`src/rtl/control_unit_fft_iter_pipe_if.sv`:
```
// Control/status bundle between the FFT sequencer and the block that drives it.
interface control_unit_fft_iter_pipe_if #(
   parameter int LAYW = 3,
   parameter int BUTW = 4
);
   logic            EN;
   logic            START;
   logic            ABORT;
   logic [LAYW-1:0] LOG2N_CFG;
   logic            BUSY;
   logic            DONE;
   logic            RD;
   logic            BUT_STROB;
   logic            Wr;
   logic            ADDR_EN;
   logic            LAY_EN;
   logic            FIRST;
   logic            LAST;
   logic [LAYW-1:0] LAYER;
   logic [BUTW-1:0] BUTT;

   // Host side: issues requests, observes the sequencer.
   modport master (
      output EN, START, ABORT, LOG2N_CFG,
      input  BUSY, DONE, RD, BUT_STROB, Wr, ADDR_EN, LAY_EN, FIRST, LAST, LAYER, BUTT
   );

   // Sequencer side.
   modport slave (
      input  EN, START, ABORT, LOG2N_CFG,
      output BUSY, DONE, RD, BUT_STROB, Wr, ADDR_EN, LAY_EN, FIRST, LAST, LAYER, BUTT
   );
endinterface

```
`src/rtl/control_unit_fft_iter_pipe.sv`:
```
// Sequencer for an iterative radix-2 FFT with a single butterfly unit.
// Run-time FFT size, parameterised RAM read and butterfly latencies.
//
//  state   | meaning
//  --------+---------------------------------------------------
//  S_IDLE  | waiting for START, counters held at 0
//  S_READ  | RD=1 for one enabled cycle
//  S_RWAIT | RD_LAT enabled cycles of RAM read latency
//  S_STROB | BUT_STROB=1 for one enabled cycle
//  S_BWAIT | BUT_LAT enabled cycles of butterfly latency
//  S_WRITE | Wr=ADDR_EN=1, advance butterfly/layer counters
//  S_FIN   | DONE=1 for one enabled cycle
module control_unit_fft_iter_pipe #(
   parameter int LOG2N_MAX = 5,
   parameter int RD_LAT    = 2,
   parameter int BUT_LAT   = 1,
   parameter int LAYW      = $clog2(LOG2N_MAX + 1),
   parameter int BUTW      = LOG2N_MAX - 1
) (
   input  logic                         CLK,
   input  logic                         RST,
   control_unit_fft_iter_pipe_if.slave  bus
);

   typedef enum logic [2:0] {
      S_IDLE, S_READ, S_RWAIT, S_STROB, S_BWAIT, S_WRITE, S_FIN
   } state_t;

   localparam logic [LAYW-1:0] NMAX    = LAYW'(LOG2N_MAX);
   localparam logic [2:0]      RW_INIT = (RD_LAT  > 0) ? 3'(RD_LAT  - 1) : 3'd0;
   localparam logic [2:0]      BW_INIT = (BUT_LAT > 0) ? 3'(BUT_LAT - 1) : 3'd0;

   state_t          state_q, state_d;
   logic [LAYW-1:0] n_q, n_d;
   logic [LAYW-1:0] layer_q, layer_d;
   logic [BUTW-1:0] butt_q, butt_d;
   logic [2:0]      wcnt_q, wcnt_d;
   logic [LAYW-1:0] cfg_n;

   logic busy_q, rd_q, strob_q, wr_q, layen_q, fin_q, first_q, last_q;

   // Index of the last butterfly in a layer for an FFT of size 2^n.
   function automatic logic [BUTW-1:0] f_bmax(input logic [LAYW-1:0] n);
      logic [BUTW:0] half;
      half = {{BUTW{1'b0}}, 1'b1} << (n - 1'b1);
      return half[BUTW-1:0] - 1'b1;
   endfunction

   // Out-of-range size requests fall back to the largest supported size.
   assign cfg_n = ((bus.LOG2N_CFG < LAYW'(2)) || (bus.LOG2N_CFG > NMAX)) ? NMAX : bus.LOG2N_CFG;

   // Next-state and counter update; nothing moves while EN is low.
   always_comb begin
      state_d = state_q;
      n_d     = n_q;
      layer_d = layer_q;
      butt_d  = butt_q;
      wcnt_d  = wcnt_q;
      if (bus.EN) begin
         if (bus.ABORT) begin
            state_d = S_IDLE;
            layer_d = '0;
            butt_d  = '0;
            wcnt_d  = '0;
         end else begin
            case (state_q)
               S_IDLE: begin
                  layer_d = '0;
                  butt_d  = '0;
                  if (bus.START) begin
                     n_d     = cfg_n;
                     state_d = S_READ;
                  end
               end
               S_READ: begin
                  if (RD_LAT == 0) begin
                     state_d = S_STROB;
                  end else begin
                     state_d = S_RWAIT;
                     wcnt_d  = RW_INIT;
                  end
               end
               S_RWAIT: begin
                  if (wcnt_q == 3'd0) state_d = S_STROB;
                  else                wcnt_d  = wcnt_q - 3'd1;
               end
               S_STROB: begin
                  if (BUT_LAT == 0) begin
                     state_d = S_WRITE;
                  end else begin
                     state_d = S_BWAIT;
                     wcnt_d  = BW_INIT;
                  end
               end
               S_BWAIT: begin
                  if (wcnt_q == 3'd0) state_d = S_WRITE;
                  else                wcnt_d  = wcnt_q - 3'd1;
               end
               S_WRITE: begin
                  if (butt_q == f_bmax(n_q)) begin
                     butt_d = '0;
                     // On the final layer the layer index stays put through FIN.
                     if (layer_q == n_q - 1'b1) begin
                        state_d = S_FIN;
                     end else begin
                        layer_d = layer_q + 1'b1;
                        state_d = S_READ;
                     end
                  end else begin
                     butt_d  = butt_q + 1'b1;
                     state_d = S_READ;
                  end
               end
               S_FIN:   state_d = S_IDLE;
               default: state_d = S_IDLE;
            endcase
         end
      end
   end

   // State, counters and Moore output flags, all decoded from the next state.
   always_ff @(posedge CLK) begin
      if (RST) begin
         state_q <= S_IDLE;
         n_q     <= NMAX;
         layer_q <= '0;
         butt_q  <= '0;
         wcnt_q  <= '0;
         busy_q  <= 1'b0;
         rd_q    <= 1'b0;
         strob_q <= 1'b0;
         wr_q    <= 1'b0;
         layen_q <= 1'b0;
         fin_q   <= 1'b0;
         first_q <= 1'b0;
         last_q  <= 1'b0;
      end else begin
         state_q <= state_d;
         n_q     <= n_d;
         layer_q <= layer_d;
         butt_q  <= butt_d;
         wcnt_q  <= wcnt_d;
         busy_q  <= (state_d != S_IDLE) && (state_d != S_FIN);
         rd_q    <= (state_d == S_READ);
         strob_q <= (state_d == S_STROB);
         wr_q    <= (state_d == S_WRITE);
         layen_q <= (state_d == S_WRITE) && (butt_d == f_bmax(n_d)) && (layer_d != n_d - 1'b1);
         fin_q   <= (state_d == S_FIN);
         first_q <= (state_d != S_IDLE) && (layer_d == '0);
         last_q  <= (state_d != S_IDLE) && (layer_d == n_d - 1'b1);
      end
   end

   // Pulses are masked by EN so a held cycle never repeats a strobe.
   assign bus.RD        = rd_q    & bus.EN;
   assign bus.BUT_STROB = strob_q & bus.EN;
   assign bus.Wr        = wr_q    & bus.EN;
   assign bus.ADDR_EN   = wr_q    & bus.EN;
   assign bus.LAY_EN    = layen_q & bus.EN;
   assign bus.DONE      = fin_q   & bus.EN;
   assign bus.BUSY      = busy_q;
   assign bus.FIRST     = first_q;
   assign bus.LAST      = last_q;
   assign bus.LAYER     = layer_q;
   assign bus.BUTT      = butt_q;

endmodule
```
`src/flat_wrapper.sv`:
```
// flat-port wrapper written by rule: the top's interface ports become plain ports
module control_unit_fft_iter_pipe_flat 
#(
   parameter int LOG2N_MAX = 5,
   parameter int RD_LAT    = 2,
   parameter int BUT_LAT   = 1,
   parameter int LAYW      = $clog2(LOG2N_MAX + 1),
   parameter int BUTW      = LOG2N_MAX - 1
)
  (CLK, RST, bus_EN, bus_START, bus_ABORT, bus_LOG2N_CFG, bus_BUSY, bus_DONE, bus_RD, bus_BUT_STROB, bus_Wr, bus_ADDR_EN, bus_LAY_EN, bus_FIRST, bus_LAST, bus_LAYER, bus_BUTT);
  control_unit_fft_iter_pipe_if #(.LAYW(LAYW), .BUTW(BUTW)) bus_i ();
  input  logic CLK;
  input  logic RST;
  input wire logic [$bits(bus_i.EN)-1:0] bus_EN;
  input wire logic [$bits(bus_i.START)-1:0] bus_START;
  input wire logic [$bits(bus_i.ABORT)-1:0] bus_ABORT;
  input wire logic [$bits(bus_i.LOG2N_CFG)-1:0] bus_LOG2N_CFG;
  output wire logic [$bits(bus_i.BUSY)-1:0] bus_BUSY;
  output wire logic [$bits(bus_i.DONE)-1:0] bus_DONE;
  output wire logic [$bits(bus_i.RD)-1:0] bus_RD;
  output wire logic [$bits(bus_i.BUT_STROB)-1:0] bus_BUT_STROB;
  output wire logic [$bits(bus_i.Wr)-1:0] bus_Wr;
  output wire logic [$bits(bus_i.ADDR_EN)-1:0] bus_ADDR_EN;
  output wire logic [$bits(bus_i.LAY_EN)-1:0] bus_LAY_EN;
  output wire logic [$bits(bus_i.FIRST)-1:0] bus_FIRST;
  output wire logic [$bits(bus_i.LAST)-1:0] bus_LAST;
  output wire logic [$bits(bus_i.LAYER)-1:0] bus_LAYER;
  output wire logic [$bits(bus_i.BUTT)-1:0] bus_BUTT;
  assign bus_i.EN = bus_EN;
  assign bus_i.START = bus_START;
  assign bus_i.ABORT = bus_ABORT;
  assign bus_i.LOG2N_CFG = bus_LOG2N_CFG;
  assign bus_BUSY = bus_i.BUSY;
  assign bus_DONE = bus_i.DONE;
  assign bus_RD = bus_i.RD;
  assign bus_BUT_STROB = bus_i.BUT_STROB;
  assign bus_Wr = bus_i.Wr;
  assign bus_ADDR_EN = bus_i.ADDR_EN;
  assign bus_LAY_EN = bus_i.LAY_EN;
  assign bus_FIRST = bus_i.FIRST;
  assign bus_LAST = bus_i.LAST;
  assign bus_LAYER = bus_i.LAYER;
  assign bus_BUTT = bus_i.BUTT;
  control_unit_fft_iter_pipe #(.LOG2N_MAX(LOG2N_MAX), .RD_LAT(RD_LAT), .BUT_LAT(BUT_LAT), .LAYW(LAYW), .BUTW(BUTW)) u_core (.CLK(CLK), .RST(RST), .bus(bus_i));
endmodule
```
`config.mk`:
```
export PLATFORM = sky130hd
export DESIGN_NAME = control_unit_fft_iter_pipe_flat
export DESIGN_NICKNAME = d
export VERILOG_FILES = /design/src/rtl/control_unit_fft_iter_pipe_if.sv /design/src/rtl/control_unit_fft_iter_pipe.sv /design/src/flat_wrapper.sv
export SDC_FILE = /design/constraint.sdc
export NUM_CORES = 1
export LEC_CHECK = 0
export CAP_MARGIN = 0
export CORE_MARGIN = 1
export CORE_UTILIZATION = 45
export CTS_BUF_LIST = sky130_fd_sc_hd__clkbuf_4 sky130_fd_sc_hd__clkbuf_8
export DETAILED_ROUTE_END_ITERATION = 6
export PLACE_DENSITY = 0.67
export RECOVER_POWER = 100
export SYNTH_ARGS = -nofsm -noshare
export SYNTH_HDL_FRONTEND = slang
export SYNTH_SLANG_ARGS = --single-unit
```
`constraint.sdc`:
```
create_clock -name CLK -period 7.1 [get_ports CLK]
set_clock_uncertainty 0.05 [all_clocks]
set_input_delay 0.71 -clock CLK [delete_from_list [all_inputs] [get_ports CLK]]
set_output_delay 0.71 -clock CLK [all_outputs]
set_load 0.01 [all_outputs]
```
==> results of run 1 <==
cells by family after synthesis:
| logic type | Yosys count | share of synthesized area |
|---|---|---|
| xor gates and xnor gates | 18 | 0.106 |
| AOI/OAI and AO/OA | 44 | 0.189 |
| muxes | 3 | 0.0154 |
| adders and majority gates | 18 | 0.115 |
| DFF | 24 | 0.246 |
| and+or+nand+nor | 99 | 0.280 |
| buffers and inverters | 24 | 0.0487 |
final cells by class:
type | instances | share of cell area
Clock buffer | 3 | 0.0188
Clock inverter | 1 | 0.0137
Inverter | 14 | 0.0239
Multi-Input combinational cell | 182 | 0.591
Sequential cell | 24 | 0.219
Tap cell | 50 | 0.0285
Timing Repair Buffer | 23 | 0.105
tightest hold or removal path, cell delays in order, from the launching register on:
cell,delay [ps]
dfxtp_1,320
nand2_1,50
a21oi_1,50
sequential cells by signal (all words and copies together) (netlist names):
register and cells:
u_core.wr_q 1, u_core.state_q 3, u_core.n_q 3, u_core.bus.LAST 1
u_core.bus.LAYER 3, u_core.rd_q 1, u_core.fin_q 1, u_core.strob_q 1
u_core.layen_q 1, u_core.bus.BUSY 1, u_core.bus.FIRST 1, u_core.wcnt_q 3
u_core.bus.BUTT 4
stage by stage:
step                worst slack, ps   util  total power (uW)  hold slack, ps  cell area [um^2]
floorplan                      3510      -               176             382              1950
global placement               2800  0.539               188             397              2200
detailed placement             2620  0.539               188             402              2200
CTS                            2890  0.557               308             415              2270
global route                   2120  0.537               311             431              2200
finish                         2590  0.537               300             416              2200
placed cells by master, fill, tap and decap left out, drive strengths merged, types with 6 or more instances in the layout:
cell,netlist,routed
dlygate4sd3,0,14
and2,8,8
nand2,20,20
xnor2,13,13
inv,14,14
a21oi,8,8
ha,18,18
nor2,26,26
clkdlybuf4s50,0,9
dfxtp,24,24
o21ai,8,8
nand2b,6,6
power breakdown:
group	leakage, uW	total (uW)	internal, uW	switching (uW)
logic	0.000670	43.3	19.5	23.9
registers	0.000194	138	136	2.05
clock network	0.0000357	118	75.4	43.0
total	0.000899	300	231	68.9
routing by layer:
metal,vias to the layer above,GRT usage,routed length [um],share of wire
li1,845,-,-,-
met1,771,0.268,2000,0.46
met2,36,0.335,2030,0.47
met3,8,0.0217,206,0.048
met4,0,0.0729,87,0.020
met5,-,0,0,0
path summary, 6_finish.rpt:
| check | startpoint | to | slack [ps] | cells after the start |
|---|---|---|---|---|
| worst min-delay path | u_core.wcnt_q[1] | u_core.wcnt_q[1] | 420 | 2 |
| worst max register to register | u_core.n_q[0] | u_core.layen_q | 2590 | 13 |
| worst min register to register | u_core.wcnt_q[1] | u_core.wcnt_q[1] | 420 | 2 |
| worst max-delay path | u_core.n_q[0] | u_core.layen_q | 2590 | 13 |
==> results.toml, run 1 <==
[synth]
synth.most_common_cell = "nor2_1"
synth.area.top_cells = "dfxtp_1 (25%), ha_1 (12%), xnor2_1 (5.8%)"
syn_nets = 256
synth_top_area_cell = "dfxtp_1"
synth_common_cells = "nor2_1 (26), dfxtp_1 (24), nand2_1 (20)"
ys_ff_latch = 24
ys_seq_area_frac = 0.246
synth_edf_count = 0
synth_area_um2 = 1950
yosysWarnings = 0
synth-async-reset-ratio = 0
netlist-cell-type-count = 58
synthFlopType = "dfxtp_1"
syn_area_per_cell_um2 = 8.49
synth_cells = 230
synth_top_cell_area_share = 0.246

[floorplanning]
ios = 24
core_area_um2 = 4090
dieArea_um2 = 4610
die_h_um = 67.9
rows = 23
initial_core_util = 0.478
fp.dieW_um = 67.9

[timing]
finalSetupViolations = 0
slew_viol_final = 0
fin_crit_sh = 0.635
finalCriticalPeriod_ps = 4510
rsz0062_at_grt = "no"
finalSetupTns_ps = 0
hold_viol_final = 0
fmax_mhz = 222
timing.slew.headroom = 0.348
worstMarginPinSlew_ps = 966

[clocking]
cts_sinks = 24
clk_pin_slew_ps = 80
post_cts_buffers = 0
cts_buffers = 3
cts_buffer_depth = 2
cts_tree = "yes"
root_buffer = "clkbuf_8"
htreeDepth = 1
ctsHoldBuffers = 0
worstSkewPairLatency_ps = 260
cts-resized-gates = 0

[drt]
wire_per_inst_um = 14.6
vias = 1660
vias_per_cell = 5.59
wl_um = 4320
drtIter0Drc = 147
drc_errors = 0
detail-route-antenna-nets = 0
first_pass_iters = 4

[critical_path]
path_cells = "inv_1, ha_1, xnor2_1, nand2_1, ha_1, xor3_1, o32ai_1, a32oi_1, nor4b_1, a2111oi_0, or4_4, a2111oi_0, nor4_1"
slowest_delay_ps = 610
cp_max_fo = 6
cp-start-kind = "flip-flop"
critPathKind = "reg2reg"
critical_path.endpoint_type = "flip-flop"
crit_slowest_cell = "a2111oi_0"
arrival_ps = 4590
crit_buf_inv = 1
crit_required_ps = 7180
crit_family = "simple AND/OR/NAND/NOR gates"

[global_routing]
grt_max_degree = 21
grt_pass1_wl_um = 7000
track_usage = 0.202
overflow = 0
grt_pass1_vias = 1511
antenna_found_initial = 0

[cells_and_area]
seqCellArea_um2 = 480
fill_cells = 396
multi_input_area_um2 = 1300
final_cells = 297
layout-drive-gt1-share = 0.0445
diodes = 0
nets = 274
syn_to_final_growth_pct = 12.4

[min_path]
hold_path.class = "reg2reg"

[status]
outcome = "finished, final reports clean"

[power]
leakage_uw = 0.000899
ir_worst_vdd_mv = 0.114
power_density_nw_per_um2 = 137

[place]
gp_congestion = 0.872
port_buffers = 23
dp_cells = 293
dp_hpwl_um = 3360

[run]
cap_violations = 0
Note: power is estimated with default switching activity, not from simulation.
==> inputs of run 2 (changes only) <==
clock period = 4.42 ns   (was 7.1 ns; I/O delays follow)
==> run 2 against run 1 <==
Compared with the run above:
- clock power is 61% higher
- sequential power is 61% higher
- final area is 3.2% higher
- global-route usage is 0.87 points higher
- worst setup slack worse by 2100 ps
- worst hold slack worse by 1.7 ps
- register-to-register slack worse by 2100 ps
- sequential share of layout area is 0.69 points lower
- largest cell class unchanged
==> results.toml, run 2 (synthesis results as in run 1) <==
[status]
outcome = "finished, final reports clean"

[clocking]
cts_buffer_depth = 2
clk_pin_slew_ps = 90
cts_sinks = 24
cts_tree = "yes"
htreeDepth = 1
cts_buffers = 3
worstSkewPairLatency_ps = 270
cts-resized-gates = 0
post_cts_buffers = 0
ctsHoldBuffers = 0
root_buffer = "clkbuf_8"

[place]
placed_cell_area_um2 = 2230
port_buffers = 23
gp_congestion = 0.885
dp_hpwl_um = 3380

[floorplanning]
die_h_um = 67.9
fp.dieW_um = 67.9
dieArea_um2 = 4610
ios = 24
initial_core_util = 0.478
core_area_um2 = 4090
rows = 23

[critical_path]
ff2ff_path_depth = 13
critical_path.endpoint_type = "flip-flop"
critPathKind = "reg2reg"
crit_required_ps = 4590
cp-start-kind = "flip-flop"
cp_max_fo = 6
arrival_ps = 4080

[power]
leakage_uw = 0.000925
power_density_nw_per_um2 = 215
power_uw = 488
ir_worst_vdd_mv = 0.132

[timing]
finalSetupViolations = 0
slew_viol_final = 0
rsz0062_at_grt = "no"
worstMarginPinSlew_ps = 768
fin_crit_sh = 0.884
fmax_mhz = 256
finalSetupTns_ps = 0
hold_viol_final = 0
timing.slew.headroom = 0.488
finalCriticalPeriod_ps = 3910

[global_routing]
grt_max_degree = 21
track_usage = 0.210
overflow = 0
antenna_found_initial = 0
grt_pass1_wl_um = 7290
grt_pass1_vias = 1551

[cells_and_area]
mostFrequentLayoutCell = "nor2_1"
diodes = 0
final_area_um2 = 2270
layout_common_cells = "nor2_1 (26), dfxtp_1 (24), nand2_1 (20)"
syn_to_final_growth_pct = 16.1
layout-drive-gt1-share = 0.0720
largest_reg_flops = 4
nets = 277
fill_cells = 410

[run]
cap_violations = 0

[min_path]
hold_path.class = "reg2reg"
whs_path_depth = 2

[drt]
vias = 1676
wire_per_inst_um = 14.6
vias_per_cell = 5.59
first_pass_iters = 4
drc_errors = 0
wl_um = 4380
drtIter0Drc = 126
detail-route-antenna-nets = 0
## run 2: changes by cell type in the layout (fill, tap and decap cells not counted), sizes merged
| cell | before | now |
|---|---|---|
| buf | 0 | 2 |
| clkbuf | 3 | 4 |
| clkdlybuf4s50 | 9 | 10 |
| dlygate4sd3 | 14 | 13 |
## run 2: metal layers
metal / track usage / up-vias / routed length [um] / share of wire
li1: - / 855 / - / -
met1: 0.308 / 784 / 2170 / 0.50
met2: 0.324 / 33 / 2020 / 0.46
met3: 0.0100 / 4 / 148 / 0.034
met4: 0.0729 / 0 / 40 / 0.0091
met5: 0 / - / 0 / 0
## run 2: final timing paths
path	startpoint	endpoint	slack (ps)
setup / recovery	u_core.n_q[0]	u_core.bus.LAST	510
hold / removal	u_core.wcnt_q[1]	u_core.wcnt_q[1]	410
setup reg to reg	u_core.n_q[0]	u_core.bus.LAST	510
hold reg to reg	u_core.wcnt_q[1]	u_core.wcnt_q[1]	410
## run 2: where the power goes
group / switching (uW) / total [uW] / internal (uW)
logic: 40.8 / 75.4 / 34.7
clock network: 69.1 / 190 / 121
registers: 3.15 / 222 / 219
total: 113 / 488 / 375
## run 2: worst max-delay path, stage by stage (launching register included)
cell and delay, ps:
dfxtp_1 420, inv_1 110, ha_1 250, xnor2_1 390
nand2_1 110, ha_1 250, xor3_1 360, o32ai_1 130
a32oi_1 220, nor4b_4 420, a2111oi_2 120, or4_4 510
a2111oi_4 370, and2_1 160
## run 2: layout make-up
type	instances	area, um^2	share of cell area
Clock buffer	3	41.3	0.0182
Clock inverter	1	30.0	0.0132
Inverter	14	52.6	0.0232
Multi-Input combinational cell	182	1350	0.596
Sequential cell	24	480	0.212
Tap cell	50	62.6	0.0276
Timing Repair Buffer	26	249	0.110
## run 2: stage by stage
stage               utilization  cells  setup WS [ps]  hold slack, ps
finish                    0.555    300            514             414
CTS                       0.562    300            542             413
floorplan                     -    230            825             382
detailed placement        0.545    296            550             400
global route              0.555    300            283             432
global placement          0.545    296            647             397
==> inputs of run 3 (changes only) <==
ABC_AREA = 1   (was unset)
ABC_CLOCK_PERIOD_IN_PS = 4420   (was unset)
==> run 3 against run 2 <==
Compared with the run above:
- non-clock buffer count is 1 lower
- synthesized cell count is 35% higher
- worst hold slack better by 29 ps
- via count is 16% higher
- combinational power is 37% higher
- critical path type is now in2reg
- critical endpoint is now u_core.layen_q
- largest cell class unchanged
==> results.toml, run 3 <==
[status]
outcome = "finished, final reports clean"

[critical_path]
cp-start-kind = "primary input"
path_cells = "clkdlybuf4s50_1, buf_4, inv_1, nor2_1, inv_1, nor2_1, nor2_1, a31oi_1, inv_1, ha_1, nand3b_1, nand2_4, nand2_2, ha_1, inv_1, nand2_1, nand2_1, inv_1, nand2_1, nand2_1, nor2_1, nand4_1, nor2_1"
cp_max_fo = 11
crit_slowest_cell = "clkdlybuf4s50_1"
crit_required_ps = 4580
critPathKind = "in2reg"
critical_path.endpoint_type = "flip-flop"
arrival_ps = 3810
slowest_delay_ps = 450

[place]
gp_congestion = 0.907
port_buffers = 23
dp_hpwl_um = 3540
dp_cells = 381
pre_cts_slack_ps = 670

[clocking]
ctsHoldBuffers = 0
cts-resized-gates = 0
post_cts_buffers = 0
cts_tree = "yes"
cts_sinks = 24
root_buffer = "clkbuf_8"
worstSkewPairLatency_ps = 270
htreeDepth = 1
cts_buffers = 3
clk_pin_slew_ps = 90
cts_buffer_depth = 2

[timing]
timing.slew.headroom = 0.656
finalSetupTns_ps = 0
rsz0062_at_grt = "no"
fmax_mhz = 274
hold_viol_final = 0
slew_viol_final = 0
fin_crit_sh = 0.825
worstMarginPinSlew_ps = 514
fin_ws_ps = 773
finalSetupViolations = 0
finalCriticalPeriod_ps = 3650

[run]
cap_violations = 0

[global_routing]
grt_max_degree = 15
grt_pass1_vias = 1715
antenna_found_initial = 0
overflow = 0
grt_pass1_wl_um = 7410
track_usage = 0.212

[cells_and_area]
layout-drive-gt1-share = 0.0657
diodes = 0
utilization = 0.553
layout_common_cells = "nand2_1 (92), inv_1 (52), nand3_1 (29)"
mostFrequentLayoutCell = "nand2_1"
nets = 362
fill_cells = 433
syn_to_final_growth_pct = 14.5
final_cells = 385
largest_reg_flops = 4

[power]
leakage_uw = 0.00126
internal-power_uw = 382
power_density_nw_per_um2 = 231
clkPwrFrac = 0.374
p_sw_frac = 0.274
p_sw_uw = 144
pwr-share-seq = 0.430
combPwrFrac = 0.196
ir_worst_vdd_mv = 0.246

[floorplanning]
rows = 23
dieArea_um2 = 4690
initial_core_util = 0.483
die_h_um = 68.5
ios = 24
core_area_um2 = 4120
fp.dieW_um = 68.5

[drt]
detail-route-antenna-nets = 0
first_pass_iters = 4
drc_errors = 0
drtIter0Drc = 54
vias_per_cell = 5.03
wl_um = 4410
vias = 1937
wire_per_inst_um = 11.4

[synth]
synth_area_um2 = 1990
ys_seq_area_frac = 0.242
synth.most_common_cell = "nand2_1"
yosysWarnings = 0
synth_common_cells = "nand2_1 (88), inv_1 (51), nand3_1 (28)"
syn_area_per_cell_um2 = 6.41
synth_top_cell_area_share = 0.242
synth-async-reset-ratio = 0
synthFlopType = "dfxtp_1"
netlist-cell-type-count = 30
synth.area.top_cells = "dfxtp_1 (24%), nand2_1 (17%), ha_1 (11%)"
synth_top_area_cell = "dfxtp_1"
syn_nets = 336
synth_cells = 310
ys_ff_latch = 24
synth_edf_count = 0

[min_path]
hold_path.class = "reg2reg"
[run 3: changes by cell type after synthesis, moves of 5 or more]
cell      delta
nand3_2      +5
nand3_1     +26
nand2b_1     -6
clkbuf_1     -5
nor2_1       -6
and2_1       -8
inv_1       +37
nand2_1     +68
nand2_2      +7
xnor2_1     -12
[run 3: through the flow]
step	power [uW]	instance area [um^2]	hold slack, ps
2_1_floorplan	311	1990	406
3_3_place_gp	340	2280	436
3_5_place_dp	341	2280	442
4_1_cts	538	2350	456
5_1_grt	553	2270	480
6_report	526	2270	443
[run 3: area by class of cell]
cell class	count	area, um^2	share of cell area
Clock buffer	3	41.3	0.0182
Timing Repair Buffer	25	241	0.106
Tap cell	50	62.6	0.0275
Sequential cell	24	480	0.211
Multi-Input combinational cell	227	1210	0.533
Inverter	55	206	0.0908
Clock inverter	1	30.0	0.0132
[run 3: kinds of logic (layout without fill, tap and decap cells)]
kind of cell | after synthesis | after routing | synth area share
AO/OA/AOI/OAI | 33 | 33 | 0.0957
XOR/XNOR | 5 | 5 | 0.0220
adder cells (fa/ha/maj) | 18 | 18 | 0.113
buffers and inverters | 59 | 84 | 0.113
flip-flops | 24 | 24 | 0.242
AND/OR/NAND/NOR | 171 | 171 | 0.414
[run 3: path summary, 6_finish.rpt]
check / start / slack [ps] / to / depth (start not counted)
setup reg to reg: u_core.n_q[0] / 1020 / u_core.bus.LAST / 19
hold / removal: u_core.wcnt_q[1] / 440 / u_core.wcnt_q[1] / 2
setup / recovery: bus_EN / 770 / u_core.layen_q / 23
hold reg to reg: u_core.wcnt_q[1] / 440 / u_core.wcnt_q[1] / 2
[run 3: power by group through the flow]
stage / clock (uW) / sequential, uW / combinational, uW
after global placement: 0 / 232 / 108
after global routing: 207 / 227 / 118
after CTS: 201 / 227 / 110
final: 196 / 226 / 103
after detailed placement: 0 / 232 / 109
after floorplan: 0 / 231 / 79.6
[run 3: routing by layer]
metal  global-route usage  vias to the layer above  part of all wire
met1                0.260                      852              0.46
met2                0.381                       48              0.48
li1                     -                     1029                 -
met5                    0                        -                 0
met4               0.0469                        0             0.014
met3               0.0367                        8             0.041
[run 3: worst max-delay path, delay by kind of cell]
kind / cells / cell delay [ps]
simple gates: 13 / 1410
buf+inv: 7 / 1190
compound gates: 1 / 310
fa+ha+maj: 2 / 460
